===== src/rtl/rv32v_element_sequencer_pkg.sv =====
// Shared encodings, micro-op record and instruction classifier for the RV32V element sequencer.
// The slide instructions are legal only in builds that define RV32V_SLIDE_EN.
package rv32v_element_sequencer_pkg;

  localparam logic [6:0] OPC_OPV   = 7'b1010111;

  localparam logic [2:0] F3_OPFVV  = 3'b001;
  localparam logic [2:0] F3_OPIVI  = 3'b011;
  localparam logic [2:0] F3_OPIVX  = 3'b100;
  localparam logic [2:0] F3_OPFVF  = 3'b101;
  localparam logic [2:0] F3_OPCFG  = 3'b111;

  localparam logic [5:0] F6_VFADD     = 6'b000000;
  localparam logic [5:0] F6_VFSUB     = 6'b000010;
  localparam logic [5:0] F6_VFMIN     = 6'b000100;
  localparam logic [5:0] F6_VFMAX     = 6'b000110;
  localparam logic [5:0] F6_VFSGNJ    = 6'b001000;
  localparam logic [5:0] F6_VFSGNN    = 6'b001001;
  localparam logic [5:0] F6_VFSGNX    = 6'b001010;
  localparam logic [5:0] F6_VSLIDEUP  = 6'b001110;
  localparam logic [5:0] F6_VSLIDEDN  = 6'b001111;
  localparam logic [5:0] F6_VFDIV     = 6'b100000;
  localparam logic [5:0] F6_VFRDIV    = 6'b100001;
  localparam logic [5:0] F6_VFMUL     = 6'b100100;
  localparam logic [5:0] F6_VFMACC    = 6'b101100;
  localparam logic [5:0] F6_VFNMACC   = 6'b101101;
  localparam logic [5:0] F6_VFMSAC    = 6'b101110;
  localparam logic [5:0] F6_VFNMSAC   = 6'b101111;

  typedef enum logic [0:0] {
    SEQ_IDLE  = 1'b0,
    SEQ_ISSUE = 1'b1
  } seq_state_e;

  typedef enum logic [2:0] {
    KIND_ILLEGAL = 3'd0,
    KIND_SETVL   = 3'd1,
    KIND_FP      = 3'd2,
    KIND_SLIDEUP = 3'd3,
    KIND_SLIDEDN = 3'd4
  } inst_kind_e;

  typedef struct packed {
    logic [5:0]  funct6;
    logic [2:0]  funct3;
    logic        vm;
    logic [4:0]  vd;
    logic [4:0]  vs1;
    logic [4:0]  vs2;
    logic [31:0] scalar;
  } rv32v_uop_t;

  // Legality over funct3/funct6 for an instruction already known to carry the OP-V opcode.
  function automatic inst_kind_e rv32v_classify(input logic [2:0] f3, input logic [5:0] f6,
                                                input logic slide_en);
    inst_kind_e kind;
    logic       fp_op;
    kind = KIND_ILLEGAL;
    case (f6)
      F6_VFADD, F6_VFSUB, F6_VFMIN, F6_VFMAX, F6_VFSGNJ, F6_VFSGNN, F6_VFSGNX,
      F6_VFDIV, F6_VFMUL, F6_VFMACC, F6_VFNMACC, F6_VFMSAC, F6_VFNMSAC: fp_op = 1'b1;
      default: fp_op = 1'b0;
    endcase
    case (f3)
      F3_OPFVV: kind = fp_op ? KIND_FP : KIND_ILLEGAL;
      F3_OPFVF: kind = (fp_op || (f6 == F6_VFRDIV)) ? KIND_FP : KIND_ILLEGAL;
      F3_OPIVI, F3_OPIVX: begin
        if (slide_en && (f6 == F6_VSLIDEUP)) begin
          kind = KIND_SLIDEUP;
        end else if (slide_en && (f6 == F6_VSLIDEDN)) begin
          kind = KIND_SLIDEDN;
        end else begin
          kind = KIND_ILLEGAL;
        end
      end
      F3_OPCFG: kind = KIND_SETVL;
      default:  kind = KIND_ILLEGAL;
    endcase
    return kind;
  endfunction

endpackage


===== src/rtl/rv32v_element_sequencer_decode.sv =====
// Combinational classification and field extraction of one raw OP-V instruction.
// The slide offset output exists only when RV32V_SLIDE_EN is defined.
module rv32v_inst_decode
  import rv32v_element_sequencer_pkg::*;
#(
  parameter int unsigned VLMAX = 32
) (
  input  logic [31:0] inst_i,
  input  logic [31:0] rs1_data_i,
  output inst_kind_e  kind_o,
  output rv32v_uop_t  uop_o,
  output logic [31:0] avl_o
`ifdef RV32V_SLIDE_EN
  ,
  output logic [31:0] offset_o
`endif
);

`ifdef RV32V_SLIDE_EN
  localparam logic SLIDE_EN = 1'b1;
`else
  localparam logic SLIDE_EN = 1'b0;
`endif
  localparam logic [31:0] VLMAX_W = VLMAX;

  logic [6:0] opcode;
  logic [2:0] funct3;
  logic [5:0] funct6;
  logic [4:0] rs1_field;
  inst_kind_e raw_kind;

  assign opcode    = inst_i[6:0];
  assign funct3    = inst_i[14:12];
  assign funct6    = inst_i[31:26];
  assign rs1_field = inst_i[19:15];
  assign raw_kind  = rv32v_classify(funct3, funct6, SLIDE_EN);

  // SETVL with bit 31 set belongs to another configuration form and is rejected
  always_comb begin
    kind_o = KIND_ILLEGAL;
    if (opcode != OPC_OPV) begin
      kind_o = KIND_ILLEGAL;
    end else if ((raw_kind == KIND_SETVL) && inst_i[31]) begin
      kind_o = KIND_ILLEGAL;
    end else begin
      kind_o = raw_kind;
    end
  end

  assign uop_o.funct6 = funct6;
  assign uop_o.funct3 = funct3;
  assign uop_o.vm     = inst_i[25];
  assign uop_o.vd     = inst_i[11:7];
  assign uop_o.vs1    = rs1_field;
  assign uop_o.vs2    = inst_i[24:20];
  assign uop_o.scalar = rs1_data_i;

  assign avl_o = (rs1_field == 5'd0) ? VLMAX_W : rs1_data_i;

`ifdef RV32V_SLIDE_EN
  assign offset_o = (funct3 == F3_OPIVI) ? {27'd0, rs1_field} : rs1_data_i;
`endif

endmodule


===== src/rtl/rv32v_element_sequencer.sv =====
// Expands legal RV32V instructions into per-element micro-ops and holds the vl register.
// Define RV32V_SLIDE_EN to decode and sequence VSLIDEUP/VSLIDEDOWN.
module rv32v_element_sequencer
  import rv32v_element_sequencer_pkg::*;
#(
  parameter int unsigned VLMAX = 32,
  parameter int unsigned IDX_W = $clog2(VLMAX)
) (
  input  logic             clk,
  input  logic             rst_n,
  input  logic             inst_valid_i,
  output logic             inst_ready_o,
  input  logic [31:0]      inst_data_i,
  input  logic [31:0]      inst_rs1_data_i,
  output logic             uop_valid_o,
  input  logic             uop_ready_i,
  output logic [5:0]       uop_funct6_o,
  output logic [2:0]       uop_funct3_o,
  output logic             uop_vm_o,
  output logic [4:0]       uop_vd_o,
  output logic [4:0]       uop_vs1_o,
  output logic [4:0]       uop_vs2_o,
  output logic [31:0]      uop_scalar_o,
  output logic [IDX_W-1:0] uop_elem_o,
  output logic [IDX_W-1:0] uop_src_elem_o,
  output logic             uop_src_oob_o,
  output logic             uop_last_o,
  output logic             vl_wb_valid_o,
  output logic [4:0]       vl_wb_rd_o,
  output logic [31:0]      vl_wb_data_o,
  output logic             illegal_valid_o,
  output logic [IDX_W:0]   vl_o
);

  localparam logic [31:0]    VLMAX_W  = VLMAX;
  localparam logic [IDX_W:0] VLMAX_VL = VLMAX[IDX_W:0];

  seq_state_e       state_q, state_d;
  logic [IDX_W:0]   vl_q, vl_d;
  rv32v_uop_t       uop_q, uop_d;
  logic [IDX_W-1:0] elem_q, elem_d;
  logic             last_q, last_d;
  logic             wb_valid_q, wb_valid_d;
  logic [4:0]       wb_rd_q, wb_rd_d;
  logic [31:0]      wb_data_q, wb_data_d;
  logic             illegal_q, illegal_d;

  inst_kind_e       dec_kind;
  rv32v_uop_t       dec_uop;
  logic [31:0]      dec_avl;
  logic [IDX_W:0]   setvl_vl;
  logic [IDX_W:0]   vl_last;
  logic [IDX_W-1:0] next_elem;
  logic [IDX_W-1:0] start;
  logic             empty;

`ifdef RV32V_SLIDE_EN
  logic [IDX_W-1:0] src_q, src_d;
  logic             oob_q, oob_d;
  logic [31:0]      offset_q, offset_d;
  logic             down_q, down_d;
  logic [31:0]      dec_offset;
  logic [31:0]      sel_off;
  logic             sel_down;

  // Returns {oob, src}; a zero offset with down=0 yields src == elem for ordinary ops.
  function automatic logic [IDX_W:0] slide_src(input logic [IDX_W-1:0] elem,
                                               input logic [31:0] off, input logic down);
    logic [32:0]    sum;
    logic [IDX_W:0] res;
    sum = {1'b0, off} + {{(33-IDX_W){1'b0}}, elem};
    if (down) begin
      if (sum >= {1'b0, VLMAX_W}) begin
        res = {1'b1, {IDX_W{1'b0}}};
      end else begin
        res = {1'b0, sum[IDX_W-1:0]};
      end
    end else begin
      res = {1'b0, elem - off[IDX_W-1:0]};
    end
    return res;
  endfunction
`endif

  rv32v_inst_decode #(.VLMAX(VLMAX)) u_decode (
    .inst_i     (inst_data_i),
    .rs1_data_i (inst_rs1_data_i),
    .kind_o     (dec_kind),
    .uop_o      (dec_uop),
    .avl_o      (dec_avl)
`ifdef RV32V_SLIDE_EN
    ,
    .offset_o   (dec_offset)
`endif
  );

  assign setvl_vl  = (dec_avl > VLMAX_W) ? VLMAX_VL : dec_avl[IDX_W:0];
  assign vl_last   = vl_q - {{IDX_W{1'b0}}, 1'b1};
  assign next_elem = elem_q + {{(IDX_W-1){1'b0}}, 1'b1};

  // Next-state: decode on accept, then one element per lane handshake
  always_comb begin
    state_d    = state_q;
    vl_d       = vl_q;
    uop_d      = uop_q;
    elem_d     = elem_q;
    last_d     = last_q;
    wb_valid_d = 1'b0;
    wb_rd_d    = wb_rd_q;
    wb_data_d  = wb_data_q;
    illegal_d  = 1'b0;
    start      = '0;
    empty      = 1'b1;
`ifdef RV32V_SLIDE_EN
    src_d      = src_q;
    oob_d      = oob_q;
    offset_d   = offset_q;
    down_d     = down_q;
    sel_off    = 32'd0;
    sel_down   = 1'b0;
`endif
    case (state_q)
      SEQ_IDLE: begin
        if (inst_valid_i) begin
          case (dec_kind)
            KIND_SETVL: begin
              vl_d       = setvl_vl;
              wb_valid_d = 1'b1;
              wb_rd_d    = dec_uop.vd;
              wb_data_d  = {{(31-IDX_W){1'b0}}, setvl_vl};
            end
            KIND_FP: empty = (vl_q == '0);
`ifdef RV32V_SLIDE_EN
            KIND_SLIDEUP: begin
              sel_off = dec_offset;
              start   = dec_offset[IDX_W-1:0];
              empty   = (dec_offset >= {{(31-IDX_W){1'b0}}, vl_q});
            end
            KIND_SLIDEDN: begin
              sel_off  = dec_offset;
              sel_down = 1'b1;
              empty    = (vl_q == '0);
            end
`endif
            default: illegal_d = 1'b1;
          endcase
          if (!empty) begin
            state_d = SEQ_ISSUE;
            uop_d   = dec_uop;
            elem_d  = start;
            last_d  = ({1'b0, start} == vl_last);
`ifdef RV32V_SLIDE_EN
            offset_d       = sel_off;
            down_d         = sel_down;
            {oob_d, src_d} = slide_src(start, sel_off, sel_down);
`endif
          end else begin
            state_d = SEQ_IDLE;
          end
        end else begin
          state_d = SEQ_IDLE;
        end
      end
      SEQ_ISSUE: begin
        if (uop_ready_i) begin
          if (last_q) begin
            state_d = SEQ_IDLE;
          end else begin
            elem_d = next_elem;
            last_d = ({1'b0, next_elem} == vl_last);
`ifdef RV32V_SLIDE_EN
            {oob_d, src_d} = slide_src(next_elem, offset_q, down_q);
`endif
          end
        end else begin
          state_d = SEQ_ISSUE;
        end
      end
      default: state_d = SEQ_IDLE;
    endcase
  end

  // State, vl and all registered outputs
  always_ff @(posedge clk or negedge rst_n) begin
    if (!rst_n) begin
      state_q    <= SEQ_IDLE;
      vl_q       <= '0;
      uop_q      <= '0;
      elem_q     <= '0;
      last_q     <= 1'b0;
      wb_valid_q <= 1'b0;
      wb_rd_q    <= 5'd0;
      wb_data_q  <= 32'd0;
      illegal_q  <= 1'b0;
`ifdef RV32V_SLIDE_EN
      src_q      <= '0;
      oob_q      <= 1'b0;
      offset_q   <= 32'd0;
      down_q     <= 1'b0;
`endif
    end else begin
      state_q    <= state_d;
      vl_q       <= vl_d;
      uop_q      <= uop_d;
      elem_q     <= elem_d;
      last_q     <= last_d;
      wb_valid_q <= wb_valid_d;
      wb_rd_q    <= wb_rd_d;
      wb_data_q  <= wb_data_d;
      illegal_q  <= illegal_d;
`ifdef RV32V_SLIDE_EN
      src_q      <= src_d;
      oob_q      <= oob_d;
      offset_q   <= offset_d;
      down_q     <= down_d;
`endif
    end
  end

  assign inst_ready_o    = (state_q == SEQ_IDLE);
  assign uop_valid_o     = (state_q == SEQ_ISSUE);
  assign uop_funct6_o    = uop_q.funct6;
  assign uop_funct3_o    = uop_q.funct3;
  assign uop_vm_o        = uop_q.vm;
  assign uop_vd_o        = uop_q.vd;
  assign uop_vs1_o       = uop_q.vs1;
  assign uop_vs2_o       = uop_q.vs2;
  assign uop_scalar_o    = uop_q.scalar;
  assign uop_elem_o      = elem_q;
  assign uop_last_o      = last_q;
  assign vl_wb_valid_o   = wb_valid_q;
  assign vl_wb_rd_o      = wb_rd_q;
  assign vl_wb_data_o    = wb_data_q;
  assign illegal_valid_o = illegal_q;
  assign vl_o            = vl_q;
`ifdef RV32V_SLIDE_EN
  assign uop_src_elem_o  = src_q;
  assign uop_src_oob_o   = oob_q;
`else
  assign uop_src_elem_o  = elem_q;
  assign uop_src_oob_o   = 1'b0;
`endif

endmodule


===== config.mk =====
export PLATFORM = sky130hd
export DESIGN_NAME = rv32v_element_sequencer
export DESIGN_NICKNAME = d
export VERILOG_FILES = /design/src/rtl/rv32v_element_sequencer_pkg.sv /design/src/rtl/rv32v_element_sequencer_decode.sv /design/src/rtl/rv32v_element_sequencer.sv
export SDC_FILE = /design/constraint.sdc
export NUM_CORES = 1
export LEC_CHECK = 0
export CAP_MARGIN = 30
export CORE_ASPECT_RATIO = 2
export CORE_MARGIN = 5
export CORE_UTILIZATION = 40
export DETAILED_ROUTE_END_ITERATION = 8
export DONT_BUFFER_PORTS = 1
export PLACE_DENSITY = 0.66
export SYNTH_ARGS = -nofsm -noshare
export SYNTH_HDL_FRONTEND = slang
export SYNTH_HIERARCHICAL = 1
export SYNTH_SLANG_ARGS = --single-unit

===== constraint.sdc =====
create_clock -name clk -period 4.3 [get_ports clk]
set_input_delay 1.075 -clock clk [delete_from_list [all_inputs] [get_ports clk]]
set_output_delay 1.075 -clock clk [all_outputs]
set_load 0.02 [all_outputs]

==> qor.json <==
{
  "run_status": {
    "run_status": "finished clean"
  },
  "synth": {
    "yosys_register_bits": 77,
    "synth_seq_area_share_pct": 44.3,
    "count_of_mapped_cells_out_of_synthesis": 398,
    "synth_top_flop_cell": "dfrtp_1",
    "yosys-top-cells-count": "buf_4, dfrtp_1, mux2_2, nand2_1, nor2b_1",
    "postSynth.asyncResetShare_pct": 100,
    "syn-mean-instance-area_um2": 10.9,
    "synth_area_mm2": 0.00435,
    "post-synth-top-count-cell": "buf_4",
    "synth-edff-count": 0,
    "synthesis.yosys.warnings": 6,
    "synthDistinctLibCells": 39,
    "yosysTopAreaCellShare_pct": 44.3,
    "yosys.area.top_type": "dfrtp_1",
    "synthTopCellsByArea": "dfrtp_1, buf_4, mux2_2, nor2b_1, nand2_1"
  },
  "worst_setup_path": {
    "cp_data_required_time_ns": 4.49,
    "timing.critical_path.from_type": "input pin",
    "crit_path_max_fanout": 32,
    "critPathKind": "input pin to flop",
    "endpoint_kind": "flop",
    "r2r_slack_ns": 1.86,
    "cpPeakStageDelay_ns": 0.53,
    "critical_path.cell_chain": "or4_4 -> nor2_4 -> nor2b_1 -> nor4_1 -> nand4_1 -> or3_1 -> nand2_1 -> o21ai_0",
    "rr_worst_depth": 5,
    "cp.arrival_ns": 3.45,
    "slowest_stage": "or4_4",
    "regToRegStartpoint": "vl_o[0]",
    "rr_endpoint": "uop_vd_o[2]"
  },
  "drt": {
    "drt_first_pass_iters": 4,
    "route.detailed.wl_per_inst_um": 18.8,
    "drt-initial-drc-count": 72,
    "via_count": 2329,
    "wirelength_routed_um": 8860,
    "route.top_layer_used": "met4",
    "post_drt_via_cell_ratio": 4.94,
    "met3_length_um": 848,
    "wirelength_met1_um": 2970,
    "drc": 0,
    "drtAntennaViolNets": 0,
    "routed-wl-met2_um": 4760
  },
  "clock_network": {
    "worstSkewPairLatency_ns": 0.32,
    "cts-buffers-inserted": 9,
    "cts.clk_slew.worst_paths_ns": 0.06,
    "number_of_setup_buffers_added_after_cts": 0,
    "postCtsHoldBufs": 0,
    "post_cts.resized_instances": 0,
    "cts_max_level": 3,
    "root_buffer": "clkbuf_16",
    "tritoncts_clock_tree": "done",
    "numClockSinks": 77,
    "cts-root-to-sink-buffers": 2
  },
  "global_routing": {
    "gr-usage-all-layers_pct": 13.4,
    "first_global_vias": 2555,
    "globalRoute.totalOverflow": 0,
    "grt_start_max_net_pins": 78,
    "grt_pass1_wl_um": 13700,
    "antenna_found_initial": 0
  },
  "sta": {
    "maxClockFrequency_mhz": 307,
    "fraction_of_the_cycle_the_final_worst_path_needs_pct": 75.8,
    "fin_tns_setup_ns": 0,
    "rsz0062_at_grt": "false",
    "timing.final.setup_violations": 0,
    "worst_margin_pin_slew_ns": 0.670,
    "timing.final.hold_violations": 0,
    "final_period_minus_worst_setup_slack_ns": 3.26,
    "final_skew_ns": 0.00408,
    "timing.final.max_slew_violations": 0,
    "max_slew_margin_pct": 55.3
  },
  "placed_design": {
    "port_buffers": 0,
    "routability_congestion": 0.803,
    "detailedPlacementHpwl_um": 6870,
    "dp.cells": 456
  },
  "final_layout": {
    "fillCellCount": 1083,
    "area_delta_synth_final_pct": -5.35,
    "number_of_diodes_added_for_antenna_fixing": 0,
    "layout-drive-gt1-share_pct": 24.2,
    "layout.nets": 399,
    "final_cell_count_no_fill": 471
  },
  "floorplanning": {
    "design.die.area_mm2": 0.0132,
    "ioPinCount": 184,
    "core_region_area_mm2": 0.0108,
    "width_of_the_chip_um": 83.7,
    "initial_core_util_pct": 40.2,
    "die_h_um": 157,
    "num_rows": 54
  },
  "power_and_ir_drop": {
    "cellPowerDensity_mw_per_mm2": 385,
    "design_power_total_uw": 1580,
    "leak_pwr_uw": 0.00198,
    "vdd_ir_drop_max_uv": 302
  },
  "hold_path": {
    "holdCritPathClass": "input pin to asynchronous set/reset pin"
  },
  "run": {
    "maxCapViolations": 0
  }
}
## layer usage
layer	global-route usage, %	vias up
met1	14.1	1132
met3	4.61	20
met5	0	-
li1	-	1054
met2	23.2	123
met4	7.52	0
## kinds of logic after synthesis
group                      count (synthesis)  share of synthesized area (%)
buffers and inverters                    115                           19.7
DFF                                       77                           44.3
xor gates and xnor gates                  13                           2.62
AOI/OAI and AO/OA                         21                           3.45
adders and majority gates                  4                           1.15
muxes                                     57                           14.8
and+or+nand+nor                          109                           13.9
other                                      2                          0.173
## worst max path at each step
stage,start,end,slack [ns],depth (start not counted)
3_5_place_dp,inst_data_i[17],vl_o[5],0.58,8
3_3_place_gp,inst_data_i[17],vl_o[5],0.64,8
2_1_floorplan,inst_data_i[5],uop_funct3_o[0],1.22,7
4_1_cts,inst_data_i[17],vl_o[5],0.92,8
6_report,inst_data_i[17],vl_o[5],1.04,8
5_1_grt,inst_data_i[17],vl_o[5],0.82,8
## state kept, by name (all words and copies together), names as in the netlist
signal	count
vl_wb_valid_o	1
uop_vm_o	1
uop_vs2_o	5
uop_vd_o	5
uop_vs1_o	5
uop_elem_o	5
uop_last_o	1
uop_scalar_o	32
vl_wb_rd_o	5
uop_funct3_o	3
illegal_valid_o	1
vl_o	6
uop_funct6_o	6
uop_valid_o	1
## through the flow
step	hold slack, ns	setup slack [ns]	instance area (um^2)	utilization (%)
finish	0.446	1.04	4120	38.1
global route	0.424	0.818	4120	38.1
CTS	0.427	0.923	4120	38.1
detailed placement	0.635	0.578	3800	35.2
global placement	0.624	0.642	3800	35.2
floorplan	0.581	1.22	4450	-
## critical path, delay by kind of cell
family | cells | cell delay [ns]
AOI/OAI and AO/OA | 1 | 0.08
and+or+nand+nor | 7 | 2.28
## power breakdown
| part | switching, uW | internal [uW] |
|---|---|---|
| Clock | 271 | 520 |
| Sequential | 11.6 | 729 |
| Combinational | 34.1 | 17.6 |
| Total | 317 | 1270 |
## layout make-up
| type | instances | area, um^2 | area share [%] |
|---|---|---|---|
| flip-flops and latches | 77 | 1930 | 46.8 |
| inverters | 5 | 18.8 | 0.456 |
| well taps | 140 | 175 | 4.26 |
| repair buffers | 2 | 15.0 | 0.365 |
| clock inverters | 4 | 72.6 | 1.76 |
| clock buffers | 11 | 243 | 5.90 |
| multi-input cells | 232 | 1660 | 40.4 |
## cells in the final DEF, fill, tap and decap left out, types with 4 or more instances in the layout
| cell | n |
|---|---|
| clkbuf_16 | 9 |
| conb_1 | 28 |
| dfrtp_1 | 77 |
| ha_1 | 4 |
| inv_1 | 5 |
| mux2_2 | 57 |
| nand2_1 | 34 |
| nand4_1 | 5 |
| nor2_1 | 7 |
| nor2b_1 | 31 |
| nor4_1 | 8 |
| o21ai_0 | 9 |
| xnor2_1 | 9 |
| xor2_1 | 4 |
(Power assumes the default switching activity.)
